`src/rtl/wave_pwm_dac.sv`:
```
// -----------------------------------------------------------------------------
// wave_pwm_dac
//   Turns each WIDTH-bit sample from the triangle-wave bus into a PWM duty
//   cycle that drives an RC-filtered analogue output. The wave input is
//   sampled once per PWM frame, at the frame end. The duty change per frame
//   is limited to MAX_STEP so the filtered output slews smoothly.
//
// Parameters
//   WIDTH     sample width; one frame is 2**WIDTH PWM counts
//   PRESCALE  clk cycles per PWM count (>= 1)
//   MAX_STEP  largest |duty change| allowed per frame (1 .. 2**WIDTH-1)
//
// Ports
//   clk          clock
//   rst_n        asynchronous, active-low reset
//   en           run enable; low parks the counters and forces pwm_out low
//   wave_in      unsigned sample, used only on the frame-end edge
//   pwm_out      registered PWM output
//   frame_start  one-clk pulse during the clk in which the counter reads 0
//   duty_q       duty currently applied
//   slew_active  the last duty update was clipped by MAX_STEP
// -----------------------------------------------------------------------------
module wave_pwm_dac #(
    parameter int WIDTH    = 5,
    parameter int PRESCALE = 1,
    parameter int MAX_STEP = 4
) (
    input  logic             clk,
    input  logic             rst_n,
    input  logic             en,
    input  logic [WIDTH-1:0] wave_in,
    output logic             pwm_out,
    output logic             frame_start,
    output logic [WIDTH-1:0] duty_q,
    output logic             slew_active
);

    // A 1-bit prescaler is kept for PRESCALE==1. It stays at 0, so tick is
    // high on every clk.
    localparam int PW = (PRESCALE > 1) ? $clog2(PRESCALE) : 1;

    localparam logic [PW-1:0]       PRESC_LAST = PW'(PRESCALE - 1);
    localparam logic [WIDTH-1:0]    CNT_LAST   = '1;
    localparam logic [WIDTH-1:0]    STEP_U     = WIDTH'(MAX_STEP);
    localparam logic signed [WIDTH:0] STEP_P   = (WIDTH+1)'(MAX_STEP);
    localparam logic signed [WIDTH:0] STEP_N   = -STEP_P;

    logic [PW-1:0]    presc_q, presc_d;
    logic [WIDTH-1:0] cnt_q, cnt_d;
    logic [WIDTH-1:0] duty_d;
    logic             slew_q, slew_d;
    logic             pwm_q, pwm_d;
    logic             fs_q, fs_d;

    logic             tick;
    logic             frame_end;
    logic signed [WIDTH:0] diff;

    assign tick      = (presc_q == PRESC_LAST);
    // en is part of the frame end, so a frame end that coincides with en low
    // produces no duty update and no pulse.
    assign frame_end = en & tick & (cnt_q == CNT_LAST);

    // Both operands are zero-extended by one bit, so the difference never
    // wraps. Its range is +/-(2**WIDTH-1).
    assign diff = $signed({1'b0, wave_in}) - $signed({1'b0, duty_q});

    always_comb begin
        presc_d = presc_q;
        cnt_d   = cnt_q;
        duty_d  = duty_q;
        slew_d  = slew_q;
        pwm_d   = 1'b0;
        fs_d    = 1'b0;

        if (!en) begin
            // Abort any partial frame. duty_q and slew_active are held.
            presc_d = '0;
            cnt_d   = '0;
        end else begin
            // pwm_out follows the count with one clk of latency, so it uses
            // the pre-edge count and duty.
            pwm_d = (cnt_q < duty_q);

            if (tick) begin
                presc_d = '0;
                cnt_d   = cnt_q + 1'b1;   // natural wrap 2**WIDTH-1 -> 0
            end else begin
                presc_d = presc_q + 1'b1;
            end

            if (frame_end) begin
                fs_d = 1'b1;
                if (diff > STEP_P) begin
                    // No overflow: duty_q + MAX_STEP < wave_in.
                    duty_d = duty_q + STEP_U;
                    slew_d = 1'b1;
                end else if (diff < STEP_N) begin
                    // No underflow: duty_q - MAX_STEP > wave_in.
                    duty_d = duty_q - STEP_U;
                    slew_d = 1'b1;
                end else begin
                    duty_d = wave_in;
                    slew_d = 1'b0;
                end
            end
        end
    end

    always_ff @(posedge clk or negedge rst_n) begin
        if (!rst_n) begin
            presc_q <= '0;
            cnt_q   <= '0;
            duty_q  <= '0;
            slew_q  <= 1'b0;
            pwm_q   <= 1'b0;
            fs_q    <= 1'b0;
        end else begin
            presc_q <= presc_d;
            cnt_q   <= cnt_d;
            duty_q  <= duty_d;
            slew_q  <= slew_d;
            pwm_q   <= pwm_d;
            fs_q    <= fs_d;
        end
    end

    assign pwm_out     = pwm_q;
    assign frame_start = fs_q;
    assign slew_active = slew_q;

endmodule

```
`config.mk`:
```
export PLATFORM = sky130hd
export DESIGN_NAME = wave_pwm_dac
export DESIGN_NICKNAME = d
export VERILOG_FILES = /design/src/rtl/wave_pwm_dac.sv
export SDC_FILE = /design/constraint.sdc
export NUM_CORES = 1
export LEC_CHECK = 0
export CORE_ASPECT_RATIO = 0.75
export CORE_MARGIN = 4
export CORE_UTILIZATION = 40
export DETAILED_ROUTE_END_ITERATION = 7
export SYNTH_ARGS = -nofsm -noshare
export SYNTH_HDL_FRONTEND = slang
export SYNTH_SLANG_ARGS = --single-unit
```
`constraint.sdc`:
```
create_clock -name clk -period 3.2 [get_ports clk]
set_input_delay 0.64 -clock clk [delete_from_list [all_inputs] [get_ports clk]]
set_output_delay 0.64 -clock clk [all_outputs]
set_load 0.01 [all_outputs]
```
# After elaboration in Yosys (flattened, before gate mapping)
# Cells that the tools add are included.
classes:
  n_mux: 11
  n_lt_le_gt_ge: 3
  eq_ne: 2
  addsub: 5
  n_bitwise: 3
  reduce_logical: 1
op_table:
  columns: ["cell", "n"]
  rows:
  - ["$mux W5", 4]
  - ["$mux W1", 7]
  - ["$gt A6 B4 Y1 const B", 1]
  - ["$lt A6 B3 Y1 const B", 1]
  - ["$sub A5 B5 Y6", 1]
  - ["$add A5 B1 Y5 const B", 1]
  - ["$add A5 B3 Y5 const B", 1]
  - ["$eq A5 B5 Y1 const B", 1]
  - ["$lt A5 B5 Y1", 1]
  - ["$sub A5 B3 Y5 const B", 1]
  - ["$and A1 B1 Y1", 2]
  - ["$ne A2 B2 Y1 const B", 1]
  - ["$reduce_and A2 Y1", 1]
  - ["$add A1 B1 Y1 const B", 1]
  - ["$not A1 Y1", 1]
word_totals:
  register_bits: 14
  wordCells: 31

# Logic depth before layout (Yosys ltp)
depth:
  ltp_word: 5
  mapped_depth: 11

# Worst setup path before layout
# OpenSTA, ideal clock, no wires.
synth_timing:
  path_type: "input to register"
  startpoint: "in wave_in[0]"
  endpoint: "reg duty_q[0]"
  path_slack_ns: 0.231
  n_path_buf: 1
  t_arrival_ns: 2.844
  path_stages: 11
  path_cell_list: "inv_1 ha_1 fa_1 xnor2_1 a21boi_1 or4b_1 a22oi_1 or2_1 buf_6 nand3_4 mux2_4"
synth_between:
  elab_chain_len: 4
  word_cells_on_any_way: 5
  cone_classes: "add/sub: 1; order compare: 2; mux: 2"
synth_lines:
  columns: ["element", "line", "source"]
  rows:
  - ["from (decl)", "31", "input logic [WIDTH-1:0] wave_in,"]
  - ["$sub A5 B5 Y6", "66", "assign diff = $signed({1'b0, wave_in}) - $signed({1'b0, duty_q});"]
  - ["$lt A6 B3 Y1", "98", "end else if (diff < STEP_N) begin"]
  - ["$mux W5", "98", null]
  - ["$mux W5 *", "94", "if (diff > STEP_P) begin"]
  - ["to (signal assigned)", "121", "duty_q <= duty_d;"]
  - ["to (decl)", "34", "output logic [WIDTH-1:0] duty_q,"]
# Every way passes the cells marked *; elsewhere a longest branch is shown, timed or not.
# A chain may end at the register's enable or synchronous reset.

# Final worst setup path
layout_timing:
  startpoint: "in wave_in[1]"
  endpoint: "reg duty_q[0]"
layout_between:
  elab_chain_len: 4
  word_cells_on_any_way: 5
  cone_classes: "add/sub: 1; order compare: 2; mux: 2"
layout_lines:
  columns: ["element", "line"]
  rows:
  - ["$sub A5 B5 Y6 *", "66"]
  - ["$lt A6 B3 Y1", "98"]
  - ["$mux W5", "98"]
  - ["$mux W5 *", "94"]
# Marks and branches as above.

==> results <==
- The commonest cells after synthesis are 13 x dfrtp_1, 13 x ha_1, 8 x inv_1, 5 x a21oi_1.
- The relative slew slack is 0.607.
- On the final layout, the worst clock skew is 5.94 ps.
- In the final layout, flip-flops and latches occupy 325 um^2.
- The number of filler cells placed in the layout is 241.
- The area overhead of the layout relative to synthesis is 29.6%.
- Of the total power, registers draw 0.507.
- The placement row count is 15.
- In this run, CTS created clock tree buffers numbering 3.
- Of the total power, the share spent switching nets is 0.252.
- For this run, the share of the core covered by cells in the final layout is 0.540.
- Of the total power, the clock network draws 0.292.
- Synthesis handed over a netlist of between 90 and 100 instances.
- The min-delay analysis places its worst path in the category register to register.
- The final number of setup-violating endpoints is 0.
- The critical path data required time is 3360 ps.
- The area share of the largest cell type after synthesis is 0.341.
- The full die area is 3240 um^2.
- Clock-pin slew was measured on the worst setup and hold paths at 70 ps.
- The highest ir drop seen on vdd is 0.210 mV.
- dfrtp_1 takes more of the synthesized area than any other cell.
- The per-cell routed wire length is 13.0 um.
- The type of origin of the critical path is an input pin.
- The run finished with clean final reports.
- The total power after layout is 0.337 mW.
- The later-pin clock latency in the skew report is 270 ps.
- The cts-stage hold buffer count is 0.
- The total I/O pin count is 16.
- The critical path start-end classification is input pin to register.
- Across every metal layer, demand over resource in global routing totals 0.135.
- The analysis attributes to cell leakage a power of a little under 0.6 nW.
- The final-report max-slew violation count is 0.
- The number of DRC markers in iteration 0 is 28.
- The final-stage net count is 142.
- Detailed routing inserted a total of between 700 and 800 vias.
- By area the synthesized netlist is led by dfrtp_1 34%, ha_1 17%, xnor2_1 3.7%, inv_1 3.1%, a21oi_1 2.6%.
- The post-detailed-route count of antenna-violating nets is 0.
- The maximum clock insertion buffer count is 2.
- Entering global routing, the biggest net connects 14 pins.
- The share of layout cells above drive strength 1 is 0.168.
- The initial antenna violation count is 0.
- The number of distinct library cells after synthesis is 38.
- The number of input and output port buffers inserted is 15.
- The number of cells in the finished layout apart from fillers is 153.
- After synthesis the netlist holds a flip-flop and latch count of 13.
- In this design, the stage delay of the slowest critical-path cell is 510 ps.
- The category of the worst setup path capture point is a register.
- Setup repair after global routing left no endpoint under its margin.
- The CTS tree is built.
- Counting both buffers and inverters, the worst setup path holds a total of 2.
- Derived from the worst setup path, the maximum achievable clock frequency is 0.340 GHz.
- The fraction of synthesis flops using an asynchronous set or reset pin is 1.00.
- The placeable core area is between 2000 and 2500 um^2.
- The average via count per standard cell is 4.92.
- In this run the power density over the cells is between 200 and 300 nW/um^2.
- The post-synthesis sequential area ratio is 0.341.
- For this configuration, the core starts out at a cell density of 0.417.
- The final count of hold timing violations is 0.
- The detailed placement HPWL is 1.55 mm.
- The standard cell with the maximum stage delay on the critical path is or4b_4.
- The first global-routing pass estimated 3.38 mm of wire.
- The final routed DRC violation total is 0.
- The post-synthesis average cell area is 10.2 um^2.
- The most used flip-flop cell after synthesis is dfrtp_1.
- The detailed-router iteration count before antenna repair is 4.
- The height of the chip is 50.3 um.
- The tree is rooted in a clkbuf_4.
- The post-layout minimum cycle time is between 2000 and 3000 ps.
- The post-route clock period utilization is 0.920.
- The Yosys step of the flow raised 0 warnings.
- The data arrival time of the worst path is 3100 ps.
- Once placement completed, the tool counted placed cells totaling between 100 and 150.
- The clock net sink count is 13.
- In this run the number of H-tree levels came out at 1.
- The internal power is 0.253 mW.
- Summed over all layers, the global routing overflow is 0.
- 0 antenna diodes ended up in the layout.
- The number of nets in the synthesized netlist is 116.
- For the pin with the worst max-slew slack, the measured transition is 588 ps.
- The max capacitance violation total is 0.
- The combinational share of power is 0.201.
- In this run the power spent charging and discharging nets is 0.0849 mW.
- The number of synthesized flops with an enable pin is 0.
- The via count of the first global-routing pass is 724.
- The cell family contributing the most delay on the critical path is simple AND/OR/NAND/NOR gates.
- At the end of routability-driven placement, the weighted congestion stood at 0.784.
- The worst-path maximum fanout is 3.
- The area of combinational cells with multiple inputs is 604 um^2.
- Traced cell by cell, the critical path runs through clkdlybuf4s50_1 -> inv_1 -> fa_2 -> xnor2_1 -> a21boi_2 -> or4b_4 -> a22oi_2 -> or2_4 -> nand3_4 -> mux2_4.
- The die is about 64 um wide.
- The mapped netlist covers 955 um^2.
- The overall routed net length is 1.98 mm.
## cells by family (layout without fill, tap and decap cells)
logic type | Yosys count | in the layout | synth area share
adders and majority gates | 14 | 14 | 0.191
and+or+nand+nor | 28 | 28 | 0.183
buffers and inverters | 10 | 35 | 0.0472
xor gates and xnor gates | 5 | 5 | 0.0459
DFF | 13 | 13 | 0.341
AOI/OAI and AO/OA | 21 | 21 | 0.153
muxes | 3 | 3 | 0.0380
## stage by stage
stage               setup slack [ps]  hold slack, ps  setup TNS [ps]  cell area [um^2]
floorplan                        231             344               0               955
global placement                -296             473           -1530              1190
detailed placement              -353             473           -1870              1190
CTS                            0.338             483               0              1220
global route                     150             520               0              1240
finish                           258             481               0              1240
## placed cells by master (no fill, tap or decap), types with 2 or more instances in the layout
master	count
o21ai_0	3
dfrtp_1	13
clkbuf_4	3
o211ai_1	3
and2_1	4
nand2b_1	3
nand3_1	3
inv_1	8
xnor2_1	4
ha_1	12
nor2_1	4
o32ai_1	2
a21oi_1	5
nor3_1	2
clkdlybuf4s50_1	14
nor2b_1	3
buf_4	7
## layer usage
metal | routed length [um] | up-vias | track usage | share of wire
met5 | 0 | - | 0 | 0
met4 | 0 | 0 | 0.0211 | 0
met3 | 102 | 0 | 0.0470 | 0.051
li1 | - | 393 | - | -
met1 | 1040 | 341 | 0.198 | 0.52
met2 | 845 | 19 | 0.193 | 0.43
## power groups by stage
stage | Clock (mW) | Combinational (mW) | Sequential (mW)
finish | 0.0985 | 0.0679 | 0.171
detailed placement | 0 | 0.0636 | 0.174
global placement | 0 | 0.0633 | 0.174
global route | 0.116 | 0.0757 | 0.172
floorplan | 0 | 0.0365 | 0.174
CTS | 0.105 | 0.0653 | 0.171
## what timing repair did
item / in CTS / in global routing
resized for setup: 2 / 5
pin swaps: 1 / 4
setup endpoints to repair: 6 / 6
setup buffers: 0 / 0
## path summary, 6_finish.rpt
path / startpoint / endpoint / slack [ps] / cells past startpoint
worst min register to register: cnt_q[0] / cnt_q[0] / 480 / 1
worst max-delay path: wave_in[1] / duty_q[0] / 260 / 10
max in group asynchronous: rst_n / cnt_q[2] / 2080 / 1
worst max register to register: duty_q[0] / duty_q[0] / 500 / 9
min in group asynchronous: rst_n / pwm_out / 740 / 1
worst min-delay path: cnt_q[0] / cnt_q[0] / 480 / 1
## state kept, by name (all words and copies together) (netlist names)
signal and cells:
cnt_q 5, duty_q 5, frame_start 1, pwm_out 1, slew_active 1
## layout make-up
cell class | count | share of cell area
Sequential cell | 13 | 0.263
Timing Repair Buffer | 22 | 0.166
Clock buffer | 4 | 0.0212
Inverter | 9 | 0.0273
Multi-Input combinational cell | 71 | 0.488
Tap cell | 34 | 0.0344
(Power assumes the default switching activity.)
